**config.mk**
```make
export PLATFORM = sky130hd
export DESIGN_NAME = bg_pixel_resolver
export DESIGN_NICKNAME = d
export VERILOG_FILES = /design/src/rtl/bg_pixel_resolver.sv
export SDC_FILE = /design/constraint.sdc
export NUM_CORES = 1
export LEC_CHECK = 0
export CELL_PAD_IN_SITES_DETAIL_PLACEMENT = 0
export CELL_PAD_IN_SITES_GLOBAL_PLACEMENT = 1
export CORE_ASPECT_RATIO = 1.1
export CORE_UTILIZATION = 42
export DETAILED_ROUTE_END_ITERATION = 12
export PLACE_DENSITY_LB_ADDON = 0.05
export SLEW_MARGIN = 10
export SYNTH_ARGS = -nofsm -noshare
export SYNTH_HDL_FRONTEND = slang
export SYNTH_SLANG_ARGS = --single-unit
```
**constraint.sdc**
```tcl
create_clock -name clock -period 5.9 [get_ports clock]
set_input_delay 1.18 -clock clock [delete_from_list [all_inputs] [get_ports clock]]
set_output_delay 1.18 -clock clock [all_outputs]
set_load 0.02 [all_outputs]
```
**src/rtl/bg_pixel_resolver.sv**
```systemverilog
// Background pixel resolver: picks the frontmost visible layer word of each pixel,
// looks its colour up in BG palette RAM (or takes a bitmapped colour directly) and hands it on.
//
// state   | meaning
// COLLECT | accepting layer words, tracking the current winner
// READ    | palette read strobe for winner / backdrop index
// CAPTURE | palette data returning, latch colour
// DONE    | resolved pixel offered to the compositor
module bg_pixel_resolver #(
    parameter int MAX_LAYERS     = 4,
    parameter int BACKDROP_INDEX = 0
) (
    input  logic        clock,
    input  logic        reset_n,
    input  logic        px_valid,
    output logic        px_ready,
    input  logic [19:0] px_data,
    input  logic        px_last,
    output logic        pal_re,
    output logic [7:0]  pal_addr,
    input  logic [14:0] pal_rdata,
    output logic        out_valid,
    input  logic        out_ready,
    output logic [14:0] out_color,
    output logic [2:0]  out_bgno,
    output logic [1:0]  out_priority
);
    localparam int CW = $clog2(MAX_LAYERS + 1);
    localparam logic [CW-1:0] LAST_CNT = CW'(MAX_LAYERS - 1);
    localparam logic [7:0] BACKDROP_ADDR = 8'(BACKDROP_INDEX);

    typedef enum logic [1:0] {COLLECT, READ, CAPTURE, DONE} state_t;

    state_t        state;
    logic [CW-1:0] layer_cnt;
    logic          win_valid;
    logic          win_bitmap;
    logic [1:0]    win_prio;
    logic [14:0]   win_payload;

    logic        accept;
    logic        is_last;
    logic        take;
    logic        nxt_valid;
    logic        nxt_bitmap;
    logic [1:0]  nxt_prio;
    logic [14:0] nxt_payload;
    logic        unused;

    assign px_ready = (state == COLLECT);
    assign accept   = px_valid & px_ready;
    assign is_last  = px_last | (layer_cnt == LAST_CNT);
    assign unused   = px_data[17];

    // Strict less-than keeps the earlier word on a priority tie.
    assign take        = px_data[15] & (~win_valid | (px_data[19:18] < win_prio));
    assign nxt_valid   = take | win_valid;
    assign nxt_bitmap  = take ? px_data[16]    : win_bitmap;
    assign nxt_prio    = take ? px_data[19:18] : win_prio;
    assign nxt_payload = take ? px_data[14:0]  : win_payload;

    always_ff @(posedge clock or negedge reset_n) begin
        if (!reset_n) begin
            state        <= COLLECT;
            layer_cnt    <= '0;
            win_valid    <= 1'b0;
            win_bitmap   <= 1'b0;
            win_prio     <= 2'd0;
            win_payload  <= 15'd0;
            pal_re       <= 1'b0;
            pal_addr     <= 8'd0;
            out_valid    <= 1'b0;
            out_color    <= 15'd0;
            out_bgno     <= 3'd4;
            out_priority <= 2'd3;
        end else begin
            case (state)
                COLLECT: begin
                    if (accept) begin
                        win_valid   <= nxt_valid;
                        win_bitmap  <= nxt_bitmap;
                        win_prio    <= nxt_prio;
                        win_payload <= nxt_payload;
                        if (is_last) begin
                            layer_cnt <= '0;
                            if (nxt_valid && nxt_bitmap) begin
                                state        <= DONE;
                                out_valid    <= 1'b1;
                                out_color    <= nxt_payload;
                                out_bgno     <= 3'd2;
                                out_priority <= nxt_prio;
                            end else if (nxt_valid) begin
                                state        <= READ;
                                pal_re       <= 1'b1;
                                pal_addr     <= nxt_payload[7:0];
                                out_bgno     <= {1'b0, nxt_payload[10:9]};
                                out_priority <= nxt_prio;
                            end else begin
                                state        <= READ;
                                pal_re       <= 1'b1;
                                pal_addr     <= BACKDROP_ADDR;
                                out_bgno     <= 3'd4;
                                out_priority <= 2'd3;
                            end
                        end else begin
                            layer_cnt <= layer_cnt + CW'(1);
                        end
                    end
                end
                READ: begin
                    pal_re <= 1'b0;
                    state  <= CAPTURE;
                end
                CAPTURE: begin
                    out_color <= pal_rdata;
                    out_valid <= 1'b1;
                    state     <= DONE;
                end
                DONE: begin
                    if (out_ready) begin
                        out_valid <= 1'b0;
                        win_valid <= 1'b0;
                        state     <= COLLECT;
                    end
                end
                default: state <= COLLECT;
            endcase
        end
    end
endmodule

```
==> impl_metrics.sql, run 1 <==
INSERT INTO impl_metrics (metric_group, metric, value, unit) VALUES
('clock_network', 'post_cts_resized', '0', ''),
('global_routing', 'grt_start_max_net_pins', '55', ''),
('sta', 'drv_slew', '0', ''),
('global_routing', 'global_route.usage.total', '0.177', ''),
('clock_network', 'h-tree-depth', '2', ''),
('setup_path', 'cp_data_arrival_time', '3.96', 'ns'),
('global_routing', 'grt_overflow_total', '0', ''),
('finish', 'final_layout_size_suffix_gt1_frac', '0.226', ''),
('routing', 'drt_wl_total', '5.67', 'mm'),
('routing', 'dr.first_iter.drc_count', '54', ''),
('status', 'outcome', 'finished clean', ''),
('routing', 'post_drt_wl_per_cell', '15.0', 'µm'),
('finish', 'syn2layout_area_growth', '29.3', '%'),
('sta', 'highest_clock_rate', '266', 'MHz'),
('power_and_ir_drop', 'worst_ir_drop_vdd', '0.257', 'mV'),
('clock_network', 'cts.root.buffer_cell', 'sky130_fd_sc_hd__clkbuf_8', ''),
('clock_network', 'cts-hold-fix-buffers', '0', ''),
('synth', 'number_of_distinct_library_cells_after_synthesis', '37', ''),
('routing', 'drc', '0', ''),
('floorplanning', 'die_w', '79.9', 'µm'),
('setup_path', 'worst_setup_path_start_kind', 'primary input', ''),
('finish', 'multi_input_comb_area', '1300', 'µm²'),
('sta', 'fin_worst_skew', '0.00390', 'ns'),
('sta', 'period_needed', '3.76', 'ns'),
('finish', 'fin_nets', '344', ''),
('finish', 'nFillCells', '581', ''),
('finish', 'ff_latch_area', '1360', 'µm²'),
('synth', 'yosysWarnings', '0', ''),
('floorplanning', 'core', '6310', 'µm²'),
('finish', 'final_design_area_no_fill', '3630', 'µm²'),
('place', 'placement.cell_area', '3520', 'µm²'),
('place', 'gp_congestion', '0.719', ''),
('routing', 'avgViaCountPerCell', '4.97', ''),
('routing', 'top_signal_layer_used', 'met4', ''),
('place', 'port_buffers', '69', ''),
('clock_network', 'clkLatencyLatePin', '0.30', 'ns'),
('place', 'post-dp-hpwl', '3.87', 'mm'),
('synth', 'synthesis.area_per_instance', '12.3', 'µm²'),
('sta', 'worst_pin_slew', '1.05', 'ns'),
('setup_path', 'worst-setup-path-type', 'primary input to flop', ''),
('synth', 'synthesis.instances', '228', ''),
('power_and_ir_drop', 'powerDensity', '544', 'nW/µm²'),
('synth', 'synthesis.nets', '276', ''),
('routing', 'drt-pass1-iter-count', '2', ''),
('floorplanning', 'die-height', '87.7', 'µm'),
('clock_network', 'tritoncts_num_sinks', '54', ''),
('floorplanning', 'fp.dieArea', '7010', 'µm²'),
('synth', 'synth_edf_count', '0', ''),
('sta', 'max-slew-margin-rel', '0.303', ''),
('sta', 'hold_violations', '0', ''),
('routing', 'metal_1_wl', '2.81', 'mm'),
('clock_network', 'cts.repair_timing.setup_buffer_count', '0', ''),
('routing', 'vias', '1874', ''),
('sta', 'rsz0062_at_grt', 'false', ''),
('floorplanning', 'io_pins', '71', ''),
('floorplanning', 'initial_utilization', '0.445', ''),
('global_routing', 'grt_pass1_wl', '9.53', 'mm'),
('clock_network', 'clk_path_buf_depth', '2', ''),
('sta', 'setup_viol', '0', ''),
('sta', 'timing.setup.tns', '0', 'ns'),
('routing', 'wl_met2', '2.50', 'mm'),
('synth', 'postSynthRegisterBits', '54', ''),
('setup_path', 'critical_path_required', '6.10', 'ns'),
('routing', 'detail-route-antenna-nets', '0', ''),
('synth', 'post_synth_instance_area', '2810', 'µm²'),
('finish', 'n_antenna_cell', '0', ''),
('hold_path', 'hold_class', 'flop to flop', ''),
('clock_network', 'clkTransAtPathRegs', '0.10', 'ns'),
('global_routing', 'antenna_found_initial', '0', ''),
('synth', 'postSynth.asyncResetShare', '1.00', ''),
('routing', 'route.met3.wl', '301', 'µm'),
('power_and_ir_drop', 'leakage', '0.00167', 'µW'),
('synth', 'synth_top_flop_cell', 'sky130_fd_sc_hd__dfrtp_1', ''),
('global_routing', 'vias_in_the_first_global_route', '1904', ''),
('clock_network', 'clock_buffers_created_by_tritoncts', '5', ''),
('floorplanning', 'placementRows', '30', ''),
('setup_path', 'crit_fanout', '13', ''),
('run', 'max_cap_violations', '0', ''),
('clock_network', 'cts_tree', 'built', ''),
('setup_path', 'endpoint_kind', 'flop', ''),
('synth', 'sequential_to_total_area_share_from_yosys_stat', '0.483', ''),
('sta', 'fin_crit_sh', '0.638', '');
==> metal layers <==
metal,vias to the layer above,global-route usage
li1,922,-
met1,905,0.242
met2,43,0.280
met3,4,0.0479
met4,0,0.0487
met5,-,0
==> worst paths after layout <==
path                       slack, ns  cells after the start    startpoint      endpoint
max in group asynchronous       4.44                      2       reset_n  out_color[2]
min                             0.49                      2  layer_cnt[2]  layer_cnt[2]
min in group asynchronous       0.97                      2       reset_n  layer_cnt[2]
min reg2reg                     0.49                      2  layer_cnt[2]  layer_cnt[2]
max                             2.14                      8   px_data[19]  out_color[8]
max reg2reg                     3.09                      8   win_prio[1]  out_color[8]
==> synth_stat cells, drive strengths merged (2+ instances only) <==
| master | number | share of area |
|---|---|---|
| ha | 8 | 0.036 |
| inv | 17 | 0.023 |
| buf | 8 | 0.029 |
| clkbuf | 2 | 0.0027 |
| nor2b | 2 | 0.0071 |
| nand2b | 2 | 0.0045 |
| nor2 | 6 | 0.0080 |
| dfrtp | 51 | 0.45 |
| a21oi | 7 | 0.012 |
| or2 | 2 | 0.0045 |
| a211oi | 2 | 0.0071 |
| mux2i | 21 | 0.075 |
| nand2 | 21 | 0.029 |
| dfstp | 3 | 0.028 |
| nand3b | 2 | 0.0054 |
| o21ai | 18 | 0.033 |
| mux2 | 46 | 0.20 |
==> through the flow <==
step	cells	total power (µW)	hold WS (ns)	util	setup WS, ns
after floorplan	228	1410	0.450	-	3.04
after global placement	369	1720	0.460	0.558	1.80
after detailed placement	369	1740	0.472	0.558	1.82
after CTS	377	2000	0.494	0.575	2.15
after global routing	377	2120	0.522	0.575	2.00
final	377	1970	0.493	0.575	2.14
==> cell usage in the layout (no fill, tap or decap), types with 2 or more instances in the layout <==
master / count
sky130_fd_sc_hd__nand2_1: 20
sky130_fd_sc_hd__mux2i_1: 21
sky130_fd_sc_hd__mux2_2: 32
sky130_fd_sc_hd__o21ai_0: 12
sky130_fd_sc_hd__dfstp_2: 3
sky130_fd_sc_hd__a21oi_1: 7
sky130_fd_sc_hd__nor2_1: 6
sky130_fd_sc_hd__nand3b_1: 2
sky130_fd_sc_hd__ha_1: 8
sky130_fd_sc_hd__dfrtp_1: 51
sky130_fd_sc_hd__nand2b_1: 2
sky130_fd_sc_hd__buf_4: 2
sky130_fd_sc_hd__clkdlybuf4s50_1: 68
sky130_fd_sc_hd__o21ai_1: 5
sky130_fd_sc_hd__clkbuf_8: 5
sky130_fd_sc_hd__inv_1: 17
sky130_fd_sc_hd__mux2_4: 14
==> kinds of logic (layout without fill, tap and decap cells) <==
group / Yosys count / after routing / synth area share
flops: 54 / 54 / 0.483
buf+inv: 27 / 96 / 0.0549
compound gates: 34 / 34 / 0.0834
mux: 67 / 67 / 0.278
fa+ha+maj: 8 / 8 / 0.0357
simple gates: 38 / 38 / 0.0647
==> where the power goes <==
| part | switching, µW | internal [µW] | leakage (µW) |
|---|---|---|---|
| registers | 108 | 560 | 0.000659 |
| logic | 480 | 572 | 0.000951 |
| clock network | 127 | 127 | 0.0000585 |
| total | 715 | 1260 | 0.00167 |
==> state kept, by name (all words and copies together), names as in the netlist, 2 cells and up <==
signal and cells:
out_color 15, win_payload 15, pal_addr 8, layer_cnt 3
out_bgno 3, out_priority 2, state 2, win_prio 2
==> worst max-delay path, cell delays in order <==
cell and delay (ns):
sky130_fd_sc_hd__clkdlybuf4s50_1 0.45, sky130_fd_sc_hd__ha_1 0.31, sky130_fd_sc_hd__nand2_1 0.09, sky130_fd_sc_hd__o211ai_2 0.72, sky130_fd_sc_hd__buf_4 0.34, sky130_fd_sc_hd__mux2_2 0.35, sky130_fd_sc_hd__mux2_2 0.25, sky130_fd_sc_hd__mux2_4 0.26
==> final cells by class <==
class / instances / area share
clock buffer: 5 / 0.0190
clock inverter: 3 / 0.0121
inverter: 17 / 0.0176
multi-input combinational: 147 / 0.357
sequential: 54 / 0.373
tap: 80 / 0.0276
timing repair buffer: 71 / 0.193
(Power assumes the default switching activity.)
==> inputs of run 2 (changes only) <==
Settings changed: CORE_UTILIZATION 42 to 39.
Clock period 5.9 ns to 3.5 ns, I/O delays scaled along.
==> run 2 against run 1 <==
Combinational power is 70% higher. Worst setup slack worse by 1.4 ns. Critical path depth stayed put. Largest cell class unchanged. Highest routed layer unchanged.
==> impl_metrics.sql, run 2 (synthesis results as in run 1) <==
INSERT INTO impl_metrics (metric_group, metric, value, unit) VALUES
('clock_network', 'clock_buffers_created_by_tritoncts', '5', ''),
('setup_path', 'endpoint_kind', 'flop', ''),
('finish', 'n_antenna_cell', '0', ''),
('power_and_ir_drop', 'internal-power', '2080', 'µW'),
('place', 'place_worst_setup_slack', '0.415', 'ns'),
('sta', 'hold_violations', '0', ''),
('sta', 'drv_slew', '0', ''),
('routing', 'vias', '1887', ''),
('clock_network', 'clkLatencyLatePin', '0.30', 'ns'),
('floorplanning', 'placementRows', '32', ''),
('finish', 'final_layout_size_suffix_gt1_frac', '0.230', ''),
('routing', 'drt-pass1-iter-count', '4', ''),
('clock_network', 'cts-hold-fix-buffers', '0', ''),
('floorplanning', 'die-height', '91.0', 'µm'),
('sta', 'period_needed', '2.77', 'ns'),
('finish', 'regs_by_ff_count', 'out_color: 15 flops, win_payload: 15 flops, pal_addr: 8 flops', ''),
('setup_path', 'critical_path.cell_chain', 'clkdlybuf4s50_1, ha_1, nand2_1, o21ai_2, a211oi_2, a2bb2oi_4, buf_4, mux2_2', ''),
('clock_network', 'h-tree-depth', '2', ''),
('power_and_ir_drop', 'worst_ir_drop_vdd', '0.355', 'mV'),
('place', 'gp_congestion', '0.761', ''),
('global_routing', 'grt_start_max_net_pins', '37', ''),
('power_and_ir_drop', 'comb_power_share', '0.547', ''),
('clock_network', 'clk_path_buf_depth', '2', ''),
('floorplanning', 'core', '6970', 'µm²'),
('status', 'outcome', 'finished clean', ''),
('power_and_ir_drop', 'powerDensity', '901', 'nW/µm²'),
('setup_path', 'worst_setup_path_start_kind', 'primary input', ''),
('place', 'placement.cell_area', '3540', 'µm²'),
('place', 'port_buffers', '69', ''),
('clock_network', 'tritoncts_num_sinks', '54', ''),
('power_and_ir_drop', 'clockPowerShare', '0.109', ''),
('finish', 'syn2layout_area_growth', '29.6', '%'),
('routing', 'dr.first_iter.drc_count', '43', ''),
('power_and_ir_drop', 'total_power', '3270', 'µW'),
('power_and_ir_drop', 'net_sw_frac', '0.364', ''),
('sta', 'timing.setup.tns', '0', 'ns'),
('routing', 'avgViaCountPerCell', '4.90', ''),
('global_routing', 'vias_in_the_first_global_route', '1957', ''),
('setup_path', 'timing.critical_path.buf_inv', '2', ''),
('hold_path', 'hold_class', 'primary input to asynchronous set/reset pin', ''),
('setup_path', 'worst-setup-path-type', 'primary input to flop', ''),
('clock_network', 'cts.root.buffer_cell', 'sky130_fd_sc_hd__clkbuf_8', ''),
('power_and_ir_drop', 'power.sequential.fraction', '0.344', ''),
('setup_path', 'slowest_delay', '0.45', 'ns'),
('clock_network', 'cts.repair_timing.setup_buffer_count', '0', ''),
('setup_path', 'cp_top_family', 'buffers and inverters', ''),
('sta', 'worst_pin_slew', '1.03', 'ns'),
('finish', 'mostFrequentLayoutCells', 'sky130_fd_sc_hd__clkdlybuf4s50_1, sky130_fd_sc_hd__dfrtp_1, sky130_fd_sc_hd__mux2_2', ''),
('place', 'post-dp-hpwl', '4.14', 'mm'),
('routing', 'drt_wl_total', '5.79', 'mm'),
('sta', 'post-route-worst-setup-slack', '0.730', 'ns'),
('sta', 'fin_crit_sh', '0.792', ''),
('clock_network', 'cts_tree', 'built', ''),
('global_routing', 'global_route.usage.total', '0.164', ''),
('setup_path', 'critical_path_required', '3.69', 'ns'),
('routing', 'post_drt_wl_per_cell', '15.0', 'µm'),
('global_routing', 'antenna_found_initial', '0', ''),
('sta', 'fin_worst_skew', '0.00400', 'ns'),
('global_routing', 'grt_overflow_total', '0', ''),
('run', 'max_cap_violations', '0', ''),
('sta', 'setup_viol', '0', ''),
('routing', 'detail-route-antenna-nets', '0', ''),
('sta', 'rsz0062_at_grt', 'false', ''),
('setup_path', 'crit_fanout', '15', ''),
('global_routing', 'grt_pass1_wl', '9.85', 'mm'),
('setup_path', 'cp_data_arrival_time', '2.96', 'ns'),
('clock_network', 'post_cts_resized', '0', ''),
('routing', 'drc', '0', ''),
('setup_path', 'timing.reg2reg.setup_slack', '0.98', 'ns'),
('finish', 'final_design_area_no_fill', '3640', 'µm²'),
('power_and_ir_drop', 'total_switching_power', '1190', 'µW'),
('floorplanning', 'die_w', '82.9', 'µm'),
('floorplanning', 'initial_utilization', '0.403', ''),
('power_and_ir_drop', 'leakage', '0.00167', 'µW'),
('floorplanning', 'io_pins', '71', ''),
('clock_network', 'clkTransAtPathRegs', '0.09', 'ns'),
('finish', 'fin_nets', '347', ''),
('sta', 'highest_clock_rate', '361', 'MHz'),
('setup_path', 'cp_slowest_cell', 'sky130_fd_sc_hd__clkdlybuf4s50_1', ''),
('floorplanning', 'fp.dieArea', '7540', 'µm²'),
('finish', 'most_common_cell_after_layout_fill_and_taps_aside', 'sky130_fd_sc_hd__clkdlybuf4s50_1', ''),
('sta', 'max-slew-margin-rel', '0.310', '');
## run 2: power by group through the flow
stage	Combinational, µW	Sequential, µW	Clock (µW)
floorplan	1060	1310	0
detailed placement	1810	1140	0
CTS	1820	1130	369
finish	1790	1130	356
global placement	1790	1140	0
global route	1950	1180	387
## run 2: worst reg2reg max path, cell delays in order (launching register included)
cell and delay, ns:
sky130_fd_sc_hd__dfrtp_1 0.41, sky130_fd_sc_hd__inv_1 0.13, sky130_fd_sc_hd__ha_1 0.45, sky130_fd_sc_hd__nand2_2 0.17
sky130_fd_sc_hd__or2_0 0.40, sky130_fd_sc_hd__a2111o_1 0.64, sky130_fd_sc_hd__nand2_1 0.13, sky130_fd_sc_hd__o21ai_0 0.08
## run 2: final timing paths
path	start	to	cells after the start
setup / recovery	px_data[19]	out_color[14]	8
hold / removal	reset_n	win_prio[1]	1
setup reg to reg	state[1]	pal_addr[3]	7
hold reg to reg	layer_cnt[2]	layer_cnt[2]	2
max in group asynchronous	reset_n	out_color[9]	2
min in group clock	layer_cnt[2]	layer_cnt[2]	2
## run 2: layout make-up
class	instances	area (µm²)
clock buffer	7	86.3
clock inverter	1	5.00
fill	641	3330
inverter	17	63.8
multi-input combinational	147	1300
sequential	54	1360
tap	85	106
timing repair buffer	74	723
## run 2: routing by layer
| layer | routed length [µm] | global-route usage | up-vias |
|---|---|---|---|
| li1 | - | - | 926 |
| met1 | 2720 | 0.219 | 914 |
| met2 | 2790 | 0.270 | 43 |
| met3 | 225 | 0.0327 | 4 |
| met4 | 48 | 0.0431 | 0 |
| met5 | 0 | 0 | - |
## run 2: stage by stage
step                      instances  hold slack (ns)  utilization
after global placement          377            0.461        0.509
after global routing            385            0.515        0.522
after floorplan                 228            0.404            -
after CTS                       385            0.493        0.522
after detailed placement        377            0.466        0.509
final                           385            0.482        0.522
